===== config.mk =====
export PLATFORM = sky130hd
export DESIGN_NAME = wrr_vc_arbiter
export DESIGN_NICKNAME = d
export VERILOG_FILES = /design/src/rtl/wrr_vc_pkg.sv /design/src/rtl/wrr_rr_picker.sv /design/src/rtl/wrr_vc_arbiter.sv
export SDC_FILE = /design/constraint.sdc
export NUM_CORES = 1
export LEC_CHECK = 0
export ABC_AREA = 1
export CAP_MARGIN = 40
export CORE_ASPECT_RATIO = 1.1
export CORE_MARGIN = 4
export CORE_UTILIZATION = 45
export CTS_CLUSTER_DIAMETER = 60
export DETAILED_ROUTE_END_ITERATION = 7
export PLACE_DENSITY = 0.8
export SETUP_SLACK_MARGIN = 0.3
export SYNTH_ARGS = -nofsm -noshare
export SYNTH_HDL_FRONTEND = slang
export SYNTH_SLANG_ARGS = --single-unit

===== constraint.sdc =====
create_clock -name clk -period 3.33 [get_ports clk]
set_input_delay 0.666 -clock clk [delete_from_list [all_inputs] [get_ports clk]]
set_output_delay 0.666 -clock clk [all_outputs]
set_load 0.01 [all_outputs]

===== src/rtl/wrr_vc_pkg.sv =====
// Shared types and defaults for the weighted round-robin VC arbiter.
package wrr_vc_pkg;

  typedef enum logic [0:0] {
    ST_IDLE  = 1'b0,
    ST_GRANT = 1'b1
  } state_e;

  localparam int DEF_N_VC     = 4;
  localparam int DEF_WEIGHT_W = 3;
  localparam int DEF_DATA_W   = 1;
  localparam int DEF_WEIGHT   = 1;

  // Channel index width; never below one bit so ports stay legal.
  function automatic int vc_width(input int n);
    return (n <= 2) ? 1 : $clog2(n);
  endfunction

endpackage


===== src/rtl/wrr_rr_picker.sv =====
// Combinational rotating-priority picker: first set bit of elig at or after
// start, searching upward modulo N_VC.
module wrr_rr_picker
  import wrr_vc_pkg::*;
#(
  parameter int N_VC = DEF_N_VC,
  parameter int VC_W = vc_width(DEF_N_VC)
) (
  input  logic [N_VC-1:0] elig,
  input  logic [VC_W-1:0] start,
  output logic            found,
  output logic [VC_W-1:0] idx
);

  logic [VC_W-1:0] cand;

  // Walk offsets from farthest to nearest so the nearest hit wins.
  always_comb begin
    found = 1'b0;
    idx   = '0;
    cand  = '0;
    for (int i = N_VC - 1; i >= 0; i--) begin
      cand = VC_W'((int'(start) + i) % N_VC);
      if (elig[cand]) begin
        found = 1'b1;
        idx   = cand;
      end
    end
  end

endmodule


===== src/rtl/wrr_vc_arbiter.sv =====
// Weighted round-robin VC arbiter: programmable weight table, credit-based
// burst FSM, registered grant and combinational data steering.
module wrr_vc_arbiter
  import wrr_vc_pkg::*;
#(
  parameter int N_VC           = DEF_N_VC,
  parameter int WEIGHT_W       = DEF_WEIGHT_W,
  parameter int DATA_W         = DEF_DATA_W,
  parameter int DEFAULT_WEIGHT = DEF_WEIGHT,
  localparam int VC_W          = vc_width(N_VC)
) (
  input  logic                     clk,
  input  logic                     reset,
  input  logic [N_VC-1:0]          req,
  input  logic [N_VC*DATA_W-1:0]   data_in,
  input  logic                     edit_weight,
  input  logic [VC_W-1:0]          vc_assign,
  input  logic [WEIGHT_W-1:0]      weight_assign,
  output logic                     grant_valid,
  output logic [VC_W-1:0]          grant_id,
  output logic [N_VC-1:0]          grant_onehot,
  output logic [WEIGHT_W-1:0]      weight,
  output logic [DATA_W-1:0]        data_out,
  output logic                     wr_error
);

  logic [WEIGHT_W-1:0] weight_q [N_VC];
  logic [WEIGHT_W-1:0] weight_d [N_VC];
  state_e              state_q, state_d;
  logic [VC_W-1:0]     ptr_q, ptr_d;
  logic [WEIGHT_W-1:0] credit_q, credit_d;
  logic                grant_valid_q, grant_valid_d;
  logic [VC_W-1:0]     grant_id_q, grant_id_d;
  logic [N_VC-1:0]     grant_onehot_q, grant_onehot_d;
  logic                wr_error_q, wr_error_d;

  logic [N_VC-1:0]     elig;
  logic [VC_W-1:0]     next_id;
  logic [VC_W-1:0]     pick_start;
  logic                pick_found;
  logic [VC_W-1:0]     pick_idx;

  always_comb begin
    for (int i = 0; i < N_VC; i++) begin
      elig[i] = req[i] && (weight_q[i] != '0);
    end
  end

  assign next_id    = (grant_id_q == VC_W'(N_VC - 1)) ? '0 : grant_id_q + VC_W'(1);
  assign pick_start = (state_q == ST_IDLE) ? ptr_q : next_id;

  wrr_rr_picker #(.N_VC(N_VC), .VC_W(VC_W)) u_picker (
    .elig  (elig),
    .start (pick_start),
    .found (pick_found),
    .idx   (pick_idx)
  );

  // Table writes take effect after this edge; arbitration below reads weight_q.
  always_comb begin
    weight_d   = weight_q;
    wr_error_d = 1'b0;
    if (edit_weight) begin
      if (int'(vc_assign) < N_VC) weight_d[vc_assign] = weight_assign;
      else                        wr_error_d = 1'b1;
    end
  end

  always_comb begin
    state_d       = state_q;
    ptr_d         = ptr_q;
    credit_d      = credit_q;
    grant_valid_d = grant_valid_q;
    grant_id_d    = grant_id_q;
    case (state_q)
      ST_IDLE: begin
        if (pick_found) begin
          state_d       = ST_GRANT;
          grant_valid_d = 1'b1;
          grant_id_d    = pick_idx;
          credit_d      = weight_q[pick_idx] - WEIGHT_W'(1);
        end
      end
      default: begin
        if (elig[grant_id_q] && (credit_q != '0)) begin
          credit_d = credit_q - WEIGHT_W'(1);
        end else if (pick_found) begin
          grant_id_d = pick_idx;
          credit_d   = weight_q[pick_idx] - WEIGHT_W'(1);
        end else begin
          state_d       = ST_IDLE;
          grant_valid_d = 1'b0;
          ptr_d         = next_id;
          credit_d      = '0;
        end
      end
    endcase
    grant_onehot_d = grant_valid_d ? (N_VC'(1) << grant_id_d) : '0;
  end

  always_ff @(posedge clk) begin
    if (reset) begin
      for (int i = 0; i < N_VC; i++) weight_q[i] <= WEIGHT_W'(DEFAULT_WEIGHT);
      state_q        <= ST_IDLE;
      ptr_q          <= '0;
      credit_q       <= '0;
      grant_valid_q  <= 1'b0;
      grant_id_q     <= '0;
      grant_onehot_q <= '0;
      wr_error_q     <= 1'b0;
    end else begin
      weight_q       <= weight_d;
      state_q        <= state_d;
      ptr_q          <= ptr_d;
      credit_q       <= credit_d;
      grant_valid_q  <= grant_valid_d;
      grant_id_q     <= grant_id_d;
      grant_onehot_q <= grant_onehot_d;
      wr_error_q     <= wr_error_d;
    end
  end

  always_comb begin
    data_out = '0;
    for (int i = 0; i < N_VC; i++) begin
      if (grant_valid_q && !reset && (grant_id_q == VC_W'(i))) begin
        data_out = data_in[i*DATA_W +: DATA_W];
      end
    end
  end

  assign weight       = weight_q[grant_id_q];
  assign grant_valid  = grant_valid_q;
  assign grant_id     = grant_id_q;
  assign grant_onehot = grant_onehot_q;
  assign wr_error     = wr_error_q;

endmodule

==> results.tsv <==
metric	value	unit
status	finished clean	
vias in the first global route	1619	
post-route ant nets	0	
PD cells	754.1	mW/mm2
CP max-delay cell	clkdlybuf4s50_1	
total grt overflow	0	
critical path class	input pin to output pin	
initial antenna violation count	0	
met1 usage	24.14	%
HP Class	register to register	
cell taking the most area after synthesis	dfxtp_1	
# nets final	314	
achievable clock frequency	343.4	MHz
# H-tree levels	1	
Die ar.	0.004686	mm2
Post-synth EDFFs	0	
die width	65.63	um
CTS root buf	clkbuf_4	
Clk pin slew, worst setup/hold paths	0.13	ns
placed cell areas	0.001976	mm2
IO Pins	28	
crit path max fanout	1	
CTS Buffer Depth	2	
met3 usage	1.567	%
Most Used Layer, Global Route	met2	
most frequent cell after synthesis	nand2_1	
Worst VDD drop	0.0004301	V
CP Launch Type	input pin	
Placer Congestion	0.9085	
syn nets	282	
Syn Std Cell Area	0.001644	mm2
Final Hold Vio Count	0	
row count	22	
Mapped Avg Cell Area	6.348	um2
Data required, critical path	2.66	ns
CTS tree	done	
RSZ-0062 raised after global routing	yes	
Layout area overhead	22.76	%
DP Wirelength	3326	um
Residual DRC	0	
Synth Instances	259	
top post-synthesis cells by area	dfxtp_1 (30%), nand2_1 (15%), inv_1 (7.8%)	
vias	1714	
Worst setup EP type	output pin	
top cell type's share of synthesized area	30.44	%
CTS Sinks	25	
minimum clock period	2.912	ns
pin count of the biggest net entering global routing	16	
post-synthesis cell type count	28	
CTS Hold Bufs	0	
drt total wl	4170	um
GRT Overall Usage	18.63	%
core region area	0.003413	mm2
Port Buffer Count	26	
setup TNS	0	ns
GR Util met2	31.96	%
Synth warnings	0	
Starting Density	48.17	%
Die H	71.40	um
Seq cells post-synth	25	
Worst Path Arrival	2.25	ns
FFs w/ async S/R, synth	0	%
Slew Limit Fails	0	
post_cts resized	0	
Max Cap Viol	0	
first-pass GRT wire length	7044	um
Leak	0.0009355	uW
Clock Latency Late Sink	0.32	ns
layout cells sized above 1	10.69	%
wire per inst	12.34	um
cts bufs inserted	3	
post-DR vias/cell	5.071	
Synth Flop Type	dfxtp_1	
Starting DRT DRC Count	174	
Pre-antenna DRT Iters	5	
final setup fails	0	
Hold WS	0.5107	ns
Crit path largest cell delay	0.59	ns
Final period util	87.44	%
crit path cell chain	clkdlybuf4s50_1 > nand2_1 > o21ai_1 > nand2_1 > a221oi_1 > clkdlybuf4s50_1	
number of setup buffers added after CTS	0	
sequential-to-total area share from yosys stat	30.44	%
Power Total	1522	uW
Layout Skew	0.01242	ns
diode count	0	
synth cell count leaders	nand2_1 (67), inv_1 (34), nor2_1 (27)	
post-route cell area	0.002018	mm2
[stage by stage]
stage	setup slack (ns)	instances	util, %
detailed placement	0.2725	334	57.88
global route	0.2479	338	59.13
CTS	0.3530	338	58.69
finish	0.4183	338	59.13
floorplan	0.3131	259	-
global placement	0.3610	334	57.88
[path summary, 6_finish.rpt]
kind	from	to	slack, ns	depth (start not counted)
worst max-delay path	data_in[0]	data_out	0.42	6
worst min-delay path	weight_q[8]	weight_q[8]	0.51	2
worst max register to register	grant_id[1]	credit_q[1]	0.52	20
worst min register to register	weight_q[8]	weight_q[8]	0.51	2
[metal layers]
layer	vias up	share of wire, %
met5	-	0
met4	0	1.2
met3	4	5.8
met2	54	46
met1	757	47
li1	899	-
[flip-flops by register name, summed over array words and instances, names as in the netlist]
signal and cells:
weight_q 12, grant_onehot 4, credit_q 3, grant_id 2, ptr_q 2, grant_valid 1, state_q 1
[power by group]
part	internal (uW)	total, uW	switching, uW
Sequential	358	399	41.5
Clock	45.0	138	93.4
Combinational	387	984	597
[cell families after synthesis]
family / Yosys count / synth area share (%)
and+or+nand+nor: 127 / 33.41
buffers and inverters: 41 / 10.05
AOI/OAI and AO/OA: 58 / 20.55
adders and majority gates: 7 / 5.327
other: 1 / 0.2281
DFF: 25 / 30.44
[area by class of cell]
type / instances / area [um2]
fill: 349 / 1395
multi-input combinational: 193 / 991.0
sequential: 25 / 503.0
timing repair buffer: 31 / 297.8
inverter: 37 / 138.9
tap: 48 / 60.06
clock buffer: 3 / 22.52
clock inverter: 1 / 5.005
[cells in the final DEF (no fill, tap or decap), types with 2 or more instances in the layout]
master           synthesis  final
dfxtp_2                  0      2
inv_2                    3      3
dfxtp_1                 25     23
a31oi_1                  3      3
nand2_1                 67     67
inv_1                   34     34
o22ai_1                  2      2
a21boi_0                 2      2
o21ai_0                 23     22
buf_4                    1      5
nand3_1                 14     14
o211ai_1                 4      4
nand2_4                  1      2
nor3_1                   5      5
clkbuf_4                 0      3
clkdlybuf4s50_1          0     26
nand2_2                  9      8
ha_1                     7      7
a21oi_1                 19     19
o21ai_4                  1      2
nor2_1                  27     27
[critical path: cells and delay by family]
family | cells | cell delay (ns)
buffers and inverters | 2 | 1.06
and+or+nand+nor | 2 | 0.12
AOI/OAI and AO/OA | 2 | 0.40
(Power assumes the default switching activity.)
